## src/rtl/sample_playback_ctrl.sv

```systemverilog
// -----------------------------------------------------------------------------
// sample_playback_ctrl
//
// Plays back 8-bit samples packed four to a 32-bit word from the DDR3-to-DAC
// FIFO. A trigger edge starts a playback of play_len words. Each word is split
// into bytes [7:0], [15:8], [23:16], [31:24] and emitted at one sample per rate
// tick. The tick period is max(rate_div,1)+1 okClk cycles.
//
// Optional feature macro: PLAYBACK_SIGNED_EN
//   undefined : bytes are unsigned, ampl = {4'b0, byte}, reset ampl = 12'h000
//   defined   : bytes are two's complement, ampl = {~byte[7], byte[6:0], 4'b0},
//               reset ampl = 12'h800 (mid-scale)
//
// Ports
//   okClk        in   sole clock, rising edge
//   mst_reset_n  in   synchronous active-low reset
//   trigger      in   asynchronous start request (synchronised internally)
//   play_len     in   words to play, latched at start
//   rate_div     in   okClk cycles per sample minus 1, latched at start
//   fifo_dout    in   FIFO word, valid the cycle after fifo_rd_en
//   fifo_empty   in   FIFO empty flag
//   fifo_rd_en   out  FIFO read strobe
//   ampl         out  12-bit amplitude to the DAC controller
//   sample_valid out  one-cycle pulse whenever ampl updates
//   busy         out  high in every state except IDLE
//   done         out  one-cycle pulse at the end of a playback
//   underrun     out  sticky: FIFO ran dry after playback had started emitting
// -----------------------------------------------------------------------------
module sample_playback_ctrl #(
    parameter int RATE_W = 16,
    parameter int LEN_W  = 24
) (
    input  logic              okClk,
    input  logic              mst_reset_n,
    input  logic              trigger,
    input  logic [LEN_W-1:0]  play_len,
    input  logic [RATE_W-1:0] rate_div,
    input  logic [31:0]       fifo_dout,
    input  logic              fifo_empty,
    output logic              fifo_rd_en,
    output logic [11:0]       ampl,
    output logic              sample_valid,
    output logic              busy,
    output logic              done,
    output logic              underrun
);

    typedef enum logic [2:0] {IDLE, FETCH, LOAD, PLAY, FINISH} state_t;

`ifdef PLAYBACK_SIGNED_EN
    localparam logic [11:0] AMPL_RST = 12'h800;
`else
    localparam logic [11:0] AMPL_RST = 12'h000;
`endif

    // Byte-to-DAC mapping. The signed form flips the sign bit to convert
    // two's complement into offset binary, then scales to 12 bits.
`ifdef PLAYBACK_SIGNED_EN
    function automatic logic [11:0] to_ampl(input logic signed [7:0] smp);
        return {~smp[7], smp[6:0], 4'b0000};
    endfunction
`else
    function automatic logic [11:0] to_ampl(input logic [7:0] smp);
        return {4'b0000, smp};
    endfunction
`endif

    state_t            state;
    logic              trig_s1, trig_s2, trig_d;
    logic              start;
    logic [LEN_W-1:0]  len_rem;
    logic [RATE_W-1:0] div_eff;
    logic [RATE_W-1:0] tick_cnt;
    logic              tick;
    logic [31:0]       word_q;
    logic [1:0]        byte_idx;    // byte currently shown on ampl
    logic [1:0]        byte_nxt;
    logic              pend0;       // word loaded but its byte 0 waits for a tick
    logic              emitted;     // at least one sample out this playback

    assign start    = trig_s2 & ~trig_d;
    assign tick     = (tick_cnt == div_eff);
    assign byte_nxt = byte_idx + 2'd1;
    assign busy     = (state != IDLE);

    // Combinational strobe so it can never be high on an empty FIFO; also held
    // low during reset so an aborted playback issues no read.
    assign fifo_rd_en = mst_reset_n && (state == FETCH) && !fifo_empty;

    // Word holding register: pure data, loaded the cycle the FIFO presents it.
    always_ff @(posedge okClk) begin
        if (state == LOAD) begin
            word_q <= fifo_dout;
        end
    end

    always_ff @(posedge okClk) begin
        if (!mst_reset_n) begin
            state        <= IDLE;
            trig_s1      <= 1'b0;
            trig_s2      <= 1'b0;
            trig_d       <= 1'b0;
            len_rem      <= '0;
            div_eff      <= '0;
            tick_cnt     <= '0;
            byte_idx     <= 2'd0;
            pend0        <= 1'b0;
            emitted      <= 1'b0;
            ampl         <= AMPL_RST;
            sample_valid <= 1'b0;
            done         <= 1'b0;
            underrun     <= 1'b0;
        end else begin
            trig_s1      <= trigger;
            trig_s2      <= trig_s1;
            trig_d       <= trig_s2;
            sample_valid <= 1'b0;
            done         <= 1'b0;

            // The rate counter keeps running through FETCH/LOAD so word
            // boundaries stay on the same sample grid as bytes within a word.
            if (state == IDLE) begin
                tick_cnt <= '0;
            end else begin
                tick_cnt <= tick ? '0 : tick_cnt + RATE_W'(1);
            end

            case (state)
                IDLE: begin
                    if (start && (play_len != '0)) begin
                        len_rem  <= play_len;
                        div_eff  <= (rate_div == '0) ? RATE_W'(1) : rate_div;
                        underrun <= 1'b0;
                        emitted  <= 1'b0;
                        pend0    <= 1'b0;
                        byte_idx <= 2'd0;
                        state    <= FETCH;
                    end
                end

                FETCH: begin
                    if (!fifo_empty) begin
                        state <= LOAD;
                    end else if (emitted) begin
                        underrun <= 1'b1;
                    end
                end

                LOAD: begin
                    state    <= PLAY;
                    byte_idx <= 2'd0;
                    // First word of a playback starts at once; later words
                    // start on the tick so spacing stays uniform.
                    if (!emitted || tick) begin
                        ampl         <= to_ampl(fifo_dout[7:0]);
                        sample_valid <= 1'b1;
                        emitted      <= 1'b1;
                        pend0        <= 1'b0;
                        tick_cnt     <= '0;
                    end else begin
                        pend0 <= 1'b1;
                    end
                end

                PLAY: begin
                    if (tick) begin
                        if (pend0) begin
                            ampl         <= to_ampl(word_q[7:0]);
                            sample_valid <= 1'b1;
                            pend0        <= 1'b0;
                        end else if (byte_idx != 2'd3) begin
                            byte_idx     <= byte_nxt;
                            ampl         <= to_ampl(word_q[{byte_nxt, 3'b000} +: 8]);
                            sample_valid <= 1'b1;
                            // Emitting byte 3 of a non-final word: prefetch the
                            // next word now so its byte 0 lands on the next tick.
                            if ((byte_nxt == 2'd3) && (len_rem != LEN_W'(1))) begin
                                len_rem <= len_rem - LEN_W'(1);
                                state   <= FETCH;
                            end
                        end else begin
                            // Final word's byte 3 has had its full period.
                            len_rem <= len_rem - LEN_W'(1);
                            done    <= 1'b1;
                            state   <= FINISH;
                        end
                    end
                end

                FINISH: begin
                    state <= IDLE;
                end

                default: begin
                    state <= IDLE;
                end
            endcase
        end
    end

endmodule

```

## config.mk

```make
export PLATFORM = sky130hd
export DESIGN_NAME = sample_playback_ctrl
export DESIGN_NICKNAME = d
export VERILOG_FILES = /design/src/rtl/sample_playback_ctrl.sv
export SDC_FILE = /design/constraint.sdc
export NUM_CORES = 1
export LEC_CHECK = 0
export BUFFER_PORTS_ARGS = -buffer_cell sky130_fd_sc_hd__buf_2
export CAP_MARGIN = 20
export CORE_MARGIN = 1
export CORE_UTILIZATION = 38
export DETAILED_ROUTE_END_ITERATION = 6
export PLACE_DENSITY_LB_ADDON = 0.15
export SKIP_LAST_GASP = 1
export SLEW_MARGIN = 10
export SYNTH_ARGS = -nofsm -noshare
export SYNTH_HDL_FRONTEND = slang
export SYNTH_SLANG_ARGS = --single-unit
```

## constraint.sdc

```tcl
create_clock -name okClk -period 3.2 [get_ports okClk]
set_input_delay 0.32 -clock okClk [delete_from_list [all_inputs] [get_ports okClk]]
set_output_delay 0.32 -clock okClk [all_outputs]
set_load 0.005 [all_outputs]
```

After elaboration in Yosys (flattened, before gate mapping)
Cells that the tools add are included.
- add/subtract/negate cells: 3
- $mul: 0
- divide/modulo/power cells: 0
- magnitude comparators: 0
- eq/ne operators: 17
- shift operators: 1
- mux-type cells: 43
- bitwise operators: 5
- reduce and logical (&&, ||, !) cells: 25
- operator list (operator ; number):
    24-bit 2-to-1 mux ; 5
    16-bit 2-to-1 mux ; 5
    12-bit 2-to-1 mux ; 4
    24-bit one-hot mux with 2 select lines ; 1
    32-bit by 6-bit variable part select with 8-bit output ; 1
    24-bit by 1-bit != test with 1-bit output (second input constant) ; 1
    12-bit one-hot mux with 2 select lines ; 1
    24-bit nonzero test ; 1
    24-bit by 1-bit subtractor with 24-bit output (second input constant) ; 1
    3-bit 2-to-1 mux ; 6
    16-bit by 1-bit adder with 16-bit output (second input constant) ; 1
    16-bit == test ; 1
    16-bit zero test ; 1
    5-bit AND reduction ; 3
    2-bit != test (second input constant) ; 7
    3-bit one-hot mux with 4 select lines ; 1
    1-bit 2-to-1 mux ; 11
    2-bit 2-to-1 mux ; 4
    4-bit AND reduction ; 2
    2-bit nonzero test ; 4
    3-bit by 2-bit == test with 1-bit output (second input constant) ; 2
    3-bit != test (second input constant) ; 2
    1-bit one-hot mux with 2 select lines ; 3
    2-bit one-hot mux with 3 select lines ; 1
    other kinds (15) ; 25
- register bits after elaboration: 113
- bits in latches: 0
- memory bits (writable): 0
- bits in read-only memories: 0
- bits of input ports: 76
- output and inout port bits: 17
- word-level logic and storage cells: 109
- memories: 0

Logic depth before layout (Yosys ltp)
Gate-level depths: netlist of run 1.
- word-level depth: 8
- depth in mapped cells: 9
- depth with buffers taken out: 7

Worst setup path after synthesis of run 1
OpenSTA, ideal clock, no wires.
- kind: reg2reg
- start point: register state[0]
- end point: register ampl[6]
- setup time: 0.070 ns
- data arrival time: 2.422 ns
- required time: 3.130 ns
- slack: 0.707 ns
- stages on the path, launching flop included: 9
- buffers on the path: 2
- period minus slack after synthesis: 2.493 ns
- cells stage by stage: dfxtp_1 > clkbuf_1 > nor2_1 > nand2_1 > inv_1 > o22ai_1 > clkbuf_1 > a211o_1 > a21oi_1
- cells in the longest elaborated chain, start to end: 3
- elaborated cells on any way between the ends: 8
- classes of those cells: eq/ne: 5; mux: 1; reduce/logical: 2
- ends and longest elaborated chain (item ; line ; RTL):
    start: declaration ; 68 ; state_t state;
    start signal: assignment ; 99 ; state <= IDLE;
    start signal: assignment ; 137 ; state <= FETCH;
    start signal: assignment ; 143 ; state <= LOAD;
    3-bit by 2-bit == test with 1-bit output ; 128 ; case (state)
    3-bit != test (no source line) (tied with other cells) ; - ;
    4-bit AND reduction (no source line) ; - ;
    end signal: assignment ; 155 ; ampl <= to_ampl(fifo_dout[7:0]);
    end signal: assignment ; 168 ; ampl <= to_ampl(word_q[7:0]);
    end signal: assignment ; 173 ; ampl <= to_ampl(word_q[{byte_nxt, 3'b000} +: 8]);
    end: declaration ; 41 ; output logic [11:0] ampl,
Parallel ways exist; a longest one is shown, timed or not.
A chain may end at the register's enable or synchronous reset.

Worst setup path after layout of run 1
- start point: register len_rem[16]
- end point: register len_rem[4]
- cells in the longest elaborated chain, start to end: 4
- ends and longest elaborated chain (item ; line ; RTL):
    start: declaration ; 71 ; logic [LEN_W-1:0] len_rem;
    start signal: assignment ; 131 ; len_rem <= play_len;
    start signal: assignment ; 178 ; len_rem <= len_rem - LEN_W'(1);
    start signal: assignment ; 183 ; len_rem <= len_rem - LEN_W'(1);
    24-bit by 1-bit != test with 1-bit output ; 177 ; if ((byte_nxt == 2'd3) && (len_rem != LEN_W'(1))) begin
    1-bit logical AND ; 177 ;
    3-bit != test (no source line) ; - ;
    5-bit AND reduction (no source line) ; - ;
Every way passes these cells.

==> impl_metrics.xml, run 1 <==
<?xml version="1.0" encoding="UTF-8"?>
<metrics>
  <group name="placement">
    <metric name="placed_cells_incl_taps" unit="">798</metric>
    <metric name="dpl.hpwl" unit="mm">9.78</metric>
    <metric name="place_congestion" unit="">0.877</metric>
    <metric name="placement.io_buffers" unit="">88</metric>
  </group>
  <group name="timing">
    <metric name="fin_crit" unit="ns">2.58</metric>
    <metric name="setup-violations-final" unit="">0</metric>
    <metric name="final_min_period_over_clock_period" unit="%">80.6</metric>
    <metric name="finalMaxSlewViolations" unit="">0</metric>
    <metric name="worst_slew_pin_slew" unit="ns">0.863</metric>
    <metric name="hold_viol" unit="">0</metric>
    <metric name="setup_total_negative_slack" unit="ns">0</metric>
    <metric name="max_freq" unit="GHz">0.388</metric>
    <metric name="grt_setup_unrepaired" unit="">false</metric>
    <metric name="fin_worst_skew" unit="ns">0.00843</metric>
    <metric name="whs" unit="ns">0.141</metric>
    <metric name="slew_headroom" unit="%">42.3</metric>
  </group>
  <group name="drt">
    <metric name="detail-route-antenna-nets" unit="">0</metric>
    <metric name="drt-vias-per-instance" unit="">5.47</metric>
    <metric name="first_iter_violations" unit="">376</metric>
    <metric name="via_count" unit="">4456</metric>
    <metric name="number_of_detailed_route_iterations_in_the_first_pass" unit="">5</metric>
    <metric name="drc_errors" unit="">0</metric>
    <metric name="post_drt_wl_per_cell" unit="um">16.8</metric>
    <metric name="route.final.wire_length" unit="mm">13.7</metric>
  </group>
  <group name="floorplan">
    <metric name="die_x" unit="um">120</metric>
    <metric name="start_util" unit="%">39.3</metric>
    <metric name="design.die.area" unit="um^2">14300</metric>
    <metric name="chipHeight" unit="um">120</metric>
    <metric name="num_rows" unit="">42</metric>
    <metric name="ioPinCount" unit="">93</metric>
    <metric name="core_area" unit="um^2">13400</metric>
  </group>
  <group name="logic_synthesis">
    <metric name="synth_edf_count" unit="">32</metric>
    <metric name="netlist_area" unit="um^2">5270</metric>
    <metric name="synth_ff_type" unit="">sky130_fd_sc_hd__dfxtp_1</metric>
    <metric name="yosys_warning_count" unit="">0</metric>
    <metric name="syn_avg_cell_area" unit="um^2">9.49</metric>
    <metric name="synth_cell_types" unit="">54</metric>
    <metric name="async_flop_share" unit="%">0</metric>
    <metric name="synth_cells" unit="">555</metric>
    <metric name="synth_seq_area_share" unit="%">47.5</metric>
    <metric name="postSynthRegisterBits" unit="">109</metric>
  </group>
  <group name="clocking">
    <metric name="cts_hold_buffers" unit="">0</metric>
    <metric name="cts_tree" unit="">yes</metric>
    <metric name="clkSlewWorstSetupHoldPaths" unit="ns">0.08</metric>
    <metric name="ctsLongestPathBuffers" unit="">2</metric>
    <metric name="numCtsBuffers" unit="">9</metric>
    <metric name="clk_latency" unit="ns">0.35</metric>
    <metric name="post_cts_resize_count" unit="">0</metric>
    <metric name="cts_h_tree_depth" unit="">3</metric>
    <metric name="cts_setup_buffers" unit="">0</metric>
    <metric name="cts_root_buffer" unit="">sky130_fd_sc_hd__clkbuf_16</metric>
    <metric name="numClockSinks" unit="">109</metric>
  </group>
  <group name="power_and_ir_drop">
    <metric name="vdd_drop_max" unit="mV">0.443</metric>
    <metric name="p_per_area" unit="nW/um^2">587</metric>
    <metric name="static-leakage-power" unit="nW">2.23</metric>
  </group>
  <group name="global_route">
    <metric name="grt_first_pass_wirelength" unit="mm">22.1</metric>
    <metric name="largest_net_degree_at_the_start_of_global_routing" unit="">35</metric>
    <metric name="overall_overflow_remaining_after_global_route" unit="">0</metric>
    <metric name="globalRouteTotalUtil" unit="%">20.0</metric>
    <metric name="grt_antenna_before_repair" unit="">0</metric>
    <metric name="grt_pass1_vias" unit="">4442</metric>
  </group>
  <group name="critical_path">
    <metric name="timing.reg2reg.setup_slack" unit="ns">0.62</metric>
    <metric name="worstReg2RegStart" unit="">len_rem[16]$_SDFFE_PN0P_</metric>
    <metric name="critical_path.reg2reg.endpoint" unit="">len_rem[4]$_SDFFE_PN0P_</metric>
    <metric name="timing.critical_path.to_type" unit="">flop</metric>
    <metric name="worstPathRequired" unit="ns">3.41</metric>
    <metric name="worst-path-max-fanout" unit="">16</metric>
    <metric name="arrival_worst_endpoint" unit="ns">2.79</metric>
    <metric name="crit_path_start_kind" unit="">flop</metric>
    <metric name="worst-r2r-cell-count" unit="">6</metric>
    <metric name="criticalPathCategory" unit="">reg -&gt; reg</metric>
  </group>
  <group name="finish">
    <metric name="final_util" unit="%">46.1</metric>
    <metric name="areaGrowthSynthToFinish" unit="%">17.3</metric>
    <metric name="final_net_count" unit="">714</metric>
    <metric name="final_cell_count_no_fill" unit="">814</metric>
    <metric name="post_route_cells_drive_above_1_share" unit="%">21.8</metric>
    <metric name="antenna_cells" unit="">0</metric>
  </group>
  <group name="hold_path">
    <metric name="hold_start" unit="">fifo_dout[8]</metric>
    <metric name="hold-path-endpoint" unit="">word_q[8]$_DFFE_PP_</metric>
    <metric name="hold_path_depth" unit="">1</metric>
    <metric name="worstHoldPathType" unit="">in -&gt; reg</metric>
  </group>
  <group name="status">
    <metric name="run_status" unit="">finished, final reports clean</metric>
  </group>
  <group name="flow_run">
    <metric name="maxCapViolations" unit="">0</metric>
  </group>
</metrics>
==> critical path, stage by stage, from the launching register on <==
cell and delay (ns):
sky130_fd_sc_hd__dfxtp_1 0.39, sky130_fd_sc_hd__or4_4 0.58, sky130_fd_sc_hd__nor4_4 0.31, sky130_fd_sc_hd__a41oi_1 0.30, sky130_fd_sc_hd__nand3_1 0.16, sky130_fd_sc_hd__a21o_1 0.50, sky130_fd_sc_hd__o21ai_0 0.20
==> cell families after synthesis <==
group	after synthesis	synth area share [%]
and+or+nand+nor	193	19.1
AOI/OAI and AO/OA	149	17.9
DFF	109	47.5
buffers and inverters	50	3.92
xor gates and xnor gates	31	5.16
muxes	17	5.13
adders and majority gates	5	1.19
other	1	0.0712
==> report_power, final <==
group / switching, mW / internal [mW] / total, mW
Combinational: 0.539 / 0.309 / 0.848
Sequential: 0.0986 / 1.56 / 1.65
Clock: 0.516 / 0.610 / 1.13
Total: 1.15 / 2.47 / 3.63
==> how the worst max path moves through the flow <==
stage / from / to / slack (ns) / cells after the start
final: len_rem[16]$_SDFFE_PN0P_ / len_rem[4]$_SDFFE_PN0P_ / 0.62 / 6
after global routing: len_rem[16]$_SDFFE_PN0P_ / len_rem[8]$_SDFFE_PN0P_ / 0.49 / 6
after CTS: len_rem[16]$_SDFFE_PN0P_ / len_rem[4]$_SDFFE_PN0P_ / 0.66 / 6
after detailed placement: len_rem[16]$_SDFFE_PN0P_ / len_rem[8]$_SDFFE_PN0P_ / 0.66 / 6
after global placement: len_rem[16]$_SDFFE_PN0P_ / len_rem[3]$_SDFFE_PN0P_ / 0.70 / 6
after floorplan: state[0]$_SDFFE_PN0P_ / ampl[6]$_SDFFE_PN0P_ / 0.71 / 8
==> per-stage QoR <==
stage / cell area, um^2 / worst slack (ns) / total power, mW
after floorplan: 5280 / 0.707 / 2.25
after global placement: 5880 / 0.699 / 2.51
after detailed placement: 5880 / 0.656 / 2.52
after CTS: 6180 / 0.657 / 3.66
after global routing: 6180 / 0.488 / 3.82
final: 6180 / 0.620 / 3.63
==> cells in the final DEF, fill, tap and decap left out, types with 11 or more instances in the layout <==
| master | count |
|---|---|
| sky130_fd_sc_hd__edfxtp_1 | 32 |
| sky130_fd_sc_hd__dfxtp_1 | 77 |
| sky130_fd_sc_hd__xnor2_1 | 20 |
| sky130_fd_sc_hd__o311ai_0 | 11 |
| sky130_fd_sc_hd__inv_1 | 13 |
| sky130_fd_sc_hd__nor4_1 | 17 |
| sky130_fd_sc_hd__xor2_1 | 11 |
| sky130_fd_sc_hd__buf_2 | 88 |
| sky130_fd_sc_hd__o21ai_0 | 31 |
| sky130_fd_sc_hd__a22oi_1 | 12 |
| sky130_fd_sc_hd__nor2_1 | 48 |
| sky130_fd_sc_hd__nand2_1 | 63 |
| sky130_fd_sc_hd__buf_4 | 12 |
| sky130_fd_sc_hd__a21oi_1 | 54 |
==> synthesized netlist by cell type, drive strengths merged (6+ instances only) <==
master | number | area share, %
dfxtp | 77 | 29
nand2 | 63 | 4.5
a21oi | 55 | 5.3
nor2 | 48 | 3.4
edfxtp | 32 | 18
o21ai | 31 | 2.9
clkbuf | 28 | 2.0
nor4 | 20 | 2.9
xnor2 | 20 | 3.3
inv | 14 | 1.0
a22oi | 12 | 1.7
o311ai | 11 | 1.8
xor2 | 11 | 1.8
a211o | 10 | 1.7
mux2i | 9 | 1.7
buf | 8 | 0.93
mux4 | 8 | 3.4
nand4 | 8 | 0.95
nor3 | 8 | 1.3
or4 | 8 | 1.4
nand3 | 7 | 0.67
or3 | 7 | 0.83
a31oi | 6 | 0.71
and2 | 6 | 0.71
o211ai | 6 | 0.86
==> sequential cells by signal, indices dropped and copies added (netlist names), 2 cells and up <==
register and cells:
word_q 32, len_rem 24, div_eff 16, tick_cnt 16, ampl 8, state 3, byte_idx 2
==> final cells by class <==
type                            instances  area (um^2)
Fill cell                            1304         7220
Clock inverter                          7         73.8
Inverter                               14         52.6
Clock buffer                            9          225
Sequential cell                       109         2500
Tap cell                              176          220
Multi-Input combinational cell        399         2570
Timing Repair Buffer                  100          531
==> routing by layer <==
| metal | wire (um) | global-route usage (%) |
|---|---|---|
| met3 | 782 | 4.90 |
| met2 | 6430 | 32.7 |
| met5 | 0 | 0 |
| met4 | 283 | 7.73 |
| met1 | 6190 | 25.2 |
Power figures use the tool's default switching activity.
==> inputs of run 2 (changes only) <==
==> constraint.sdc (replaced) <==
create_clock -name okClk -period 2.3 [get_ports okClk]
set_input_delay 0.23 -clock okClk [delete_from_list [all_inputs] [get_ports okClk]]
set_output_delay 0.23 -clock okClk [all_outputs]
set_load 0.005 [all_outputs]
==> run 2 against run 1 <==
The flow now finishes with violations (negative setup slack); via count grew 4.6%; power grew 44%; critical path depth grew 1; count of clock-buffer cells in the layout is the same; global-route usage grew 0.64 points; final cell count grew 3.9%; final area grew 4.7%; fmax grew 12%; core utilization grew 2.2 points; worst setup slack lost 0.62 ns; critical endpoint is now state[1]$_SDFFE_PN0P_.
==> impl_metrics.xml, run 2 (synthesis results as in run 1) <==
<?xml version="1.0" encoding="UTF-8"?>
<metrics>
  <group name="floorplan">
    <metric name="start_util" unit="%">39.3</metric>
    <metric name="chipHeight" unit="um">120</metric>
    <metric name="ioPinCount" unit="">93</metric>
    <metric name="design.die.area" unit="um^2">14300</metric>
    <metric name="num_rows" unit="">42</metric>
    <metric name="die_x" unit="um">120</metric>
    <metric name="core_area" unit="um^2">13400</metric>
  </group>
  <group name="clocking">
    <metric name="clkSlewWorstSetupHoldPaths" unit="ns">0.08</metric>
    <metric name="cts_tree" unit="">yes</metric>
    <metric name="cts_hold_buffers" unit="">0</metric>
    <metric name="clk_latency" unit="ns">0.36</metric>
    <metric name="numCtsBuffers" unit="">9</metric>
    <metric name="cts_h_tree_depth" unit="">3</metric>
    <metric name="cts_root_buffer" unit="">sky130_fd_sc_hd__clkbuf_16</metric>
    <metric name="ctsLongestPathBuffers" unit="">2</metric>
    <metric name="numClockSinks" unit="">109</metric>
  </group>
  <group name="drt">
    <metric name="drc_errors" unit="">0</metric>
    <metric name="detail-route-antenna-nets" unit="">0</metric>
    <metric name="via_count" unit="">4661</metric>
    <metric name="drt-vias-per-instance" unit="">5.51</metric>
    <metric name="first_iter_violations" unit="">338</metric>
    <metric name="number_of_detailed_route_iterations_in_the_first_pass" unit="">5</metric>
    <metric name="post_drt_wl_per_cell" unit="um">16.5</metric>
    <metric name="route.final.wire_length" unit="mm">14.0</metric>
  </group>
  <group name="critical_path">
    <metric name="critical-path-max-stage-delay" unit="ns">0.55</metric>
    <metric name="worstReg2RegStart" unit="">len_rem[2]$_SDFFE_PN0P_</metric>
    <metric name="timing.reg2reg.setup_slack" unit="ns">-0.0008</metric>
    <metric name="critical_path.reg2reg.endpoint" unit="">state[1]$_SDFFE_PN0P_</metric>
    <metric name="arrival_worst_endpoint" unit="ns">2.56</metric>
    <metric name="critPathCapture" unit="">state[1]$_SDFFE_PN0P_</metric>
    <metric name="critPathLaunch" unit="">len_rem[2]$_SDFFE_PN0P_</metric>
    <metric name="number_of_logic_stages_on_the_critical_path_including_buffering" unit="">7</metric>
    <metric name="worst-path-max-fanout" unit="">16</metric>
    <metric name="timing.critical_path.to_type" unit="">flop</metric>
    <metric name="cp_slowest_cell" unit="">sky130_fd_sc_hd__or4_4</metric>
    <metric name="criticalPathCategory" unit="">reg -&gt; reg</metric>
    <metric name="cp_num_buf_inv" unit="">1</metric>
    <metric name="timing.critical_path.max_delay_family" unit="">simple AND/OR/NAND/NOR gates</metric>
    <metric name="worstPathRequired" unit="ns">2.56</metric>
    <metric name="crit_path_start_kind" unit="">flop</metric>
    <metric name="worst-r2r-cell-count" unit="">7</metric>
    <metric name="critical_path.cell_chain" unit="">or4_4 &gt; nor4_1 &gt; a41oi_2 &gt; a21oi_2 &gt; buf_4 &gt; nor2_1 &gt; a2111oi_2</metric>
  </group>
  <group name="power_and_ir_drop">
    <metric name="vdd_drop_max" unit="mV">0.507</metric>
    <metric name="static-leakage-power" unit="nW">2.42</metric>
    <metric name="p_per_area" unit="nW/um^2">807</metric>
  </group>
  <group name="timing">
    <metric name="fin_crit" unit="ns">2.30</metric>
    <metric name="grt_setup_unrepaired" unit="">true</metric>
    <metric name="slew_headroom" unit="%">45.7</metric>
    <metric name="final_critical_path_setup_slack" unit="ns">-0.000757</metric>
    <metric name="whs" unit="ns">0.0336</metric>
    <metric name="hold_viol" unit="">0</metric>
    <metric name="worst_slew_pin_slew" unit="ns">0.814</metric>
    <metric name="finalMaxSlewViolations" unit="">0</metric>
    <metric name="setup-violations-final" unit="">1</metric>
    <metric name="max_freq" unit="GHz">0.435</metric>
    <metric name="fin_worst_skew" unit="ns">0.00883</metric>
    <metric name="final_min_period_over_clock_period" unit="%">100</metric>
  </group>
  <group name="finish">
    <metric name="antenna_cells" unit="">0</metric>
    <metric name="largest_register_ff_count" unit="">32</metric>
    <metric name="layout_top_registers" unit="">word_q: 32 flops, len_rem: 24 flops</metric>
    <metric name="areaGrowthSynthToFinish" unit="%">22.8</metric>
    <metric name="final_net_count" unit="">746</metric>
    <metric name="largest_register" unit="">word_q</metric>
    <metric name="most_frequent_cells_in_the_layout" unit="">sky130_fd_sc_hd__buf_2 (88), sky130_fd_sc_hd__dfxtp_1 (75), sky130_fd_sc_hd__nand2_1 (63)</metric>
    <metric name="final_util" unit="%">48.3</metric>
    <metric name="most_common_cell_after_layout_fill_and_taps_aside" unit="">sky130_fd_sc_hd__buf_2</metric>
    <metric name="post_route_cells_drive_above_1_share" unit="%">26.4</metric>
    <metric name="final_cell_count_no_fill" unit="">846</metric>
  </group>
  <group name="placement">
    <metric name="place_congestion" unit="">0.885</metric>
    <metric name="dpl.hpwl" unit="mm">10.1</metric>
    <metric name="placed_cells_incl_taps" unit="">829</metric>
    <metric name="placement.io_buffers" unit="">88</metric>
  </group>
  <group name="global_route">
    <metric name="grt_pass1_vias" unit="">4492</metric>
    <metric name="largest_net_degree_at_the_start_of_global_routing" unit="">39</metric>
    <metric name="globalRouteTotalUtil" unit="%">20.6</metric>
    <metric name="grt_antenna_before_repair" unit="">0</metric>
    <metric name="overall_overflow_remaining_after_global_route" unit="">0</metric>
    <metric name="grt_first_pass_wirelength" unit="mm">22.7</metric>
  </group>
  <group name="status">
    <metric name="run_status" unit="">finished with violations</metric>
    <metric name="violations" unit="">negative setup slack</metric>
  </group>
  <group name="hold_path">
    <metric name="worstHoldPathType" unit="">in -&gt; reg</metric>
  </group>
  <group name="flow_run">
    <metric name="maxCapViolations" unit="">0</metric>
  </group>
</metrics>
[run 2: cell types whose count changed in the layout (fill, tap and decap cells not counted), moves of 2 or more]
cell                         delta
sky130_fd_sc_hd__dfxtp_1        -2
sky130_fd_sc_hd__dfxtp_2        +2
sky130_fd_sc_hd__buf_4         +30
sky130_fd_sc_hd__o311ai_0       -4
sky130_fd_sc_hd__buf_12         +2
sky130_fd_sc_hd__clkinvlp_2     -2
sky130_fd_sc_hd__inv_8          +2
sky130_fd_sc_hd__o311ai_1       +4
sky130_fd_sc_hd__clkinv_4       +3
[run 2: metal layers]
metal	routed length [um]	up-vias	GRT usage, %
met5	0	-	0
met3	902	21	4.52
li1	-	2273	-
met1	6290	2192	27.0
met4	299	0	9.22
met2	6470	175	32.4
[run 2: timing repair]
item                       in CTS  in global routing
setup endpoints to repair       1                 24
buffers inserted                0                  1
gates resized for setup         1                  9
pin swaps                       2                  2
cloned                          0                  0
[run 2: stage by stage]
stage / setup TNS [ns] / worst slack (ns) / instance area [um^2] / power [mW]
global placement: 0 / 0.0384 / 6150 / 3.65
global route: -0.365 / -0.0609 / 6470 / 5.47
floorplan: 0 / 0.0572 / 5290 / 3.13
CTS: 0 / 0.0368 / 6440 / 5.24
detailed placement: -0.141 / -0.141 / 6150 / 3.68
finish: -0.000757 / -0.000757 / 6470 / 5.22
[run 2: power by group]
part,switching (mW),total (mW),internal [mW]
sequential,0.110,2.27,2.16
combinational,0.828,1.41,0.582
clock,0.775,1.54,0.762
[run 2: how the worst min path moves through the flow]
stage	slack (ns)	endpoint	startpoint	cells after the start
floorplan	0.33	word_q[0]$_DFFE_PP_	fifo_dout[0]	0
global placement	0.41	word_q[9]$_DFFE_PP_	fifo_dout[9]	1
detailed placement	0.41	word_q[18]$_DFFE_PP_	fifo_dout[18]	1
CTS	0.01	word_q[18]$_DFFE_PP_	fifo_dout[18]	1
global route	0.02	word_q[12]$_DFFE_PP_	fifo_dout[12]	1
finish	0.03	word_q[18]$_DFFE_PP_	fifo_dout[18]	1
[run 2: layout make-up]
cell class,instances,area (um^2)
tap,176,220
timing repair buffer,132,796
fill,1327,6930
sequential,109,2500
multi-input combinational,399,2600
clock buffer,9,225
clock inverter,7,66.3
inverter,14,56.3
[run 2: worst register-to-register path: stages (launching register included)]
cell	delay, ns
sky130_fd_sc_hd__dfxtp_1	0.32
sky130_fd_sc_hd__or4_4	0.55
sky130_fd_sc_hd__nor4_1	0.32
sky130_fd_sc_hd__a41oi_2	0.25
sky130_fd_sc_hd__a21oi_2	0.21
sky130_fd_sc_hd__buf_4	0.24
sky130_fd_sc_hd__nor2_1	0.09
sky130_fd_sc_hd__a2111oi_2	0.21
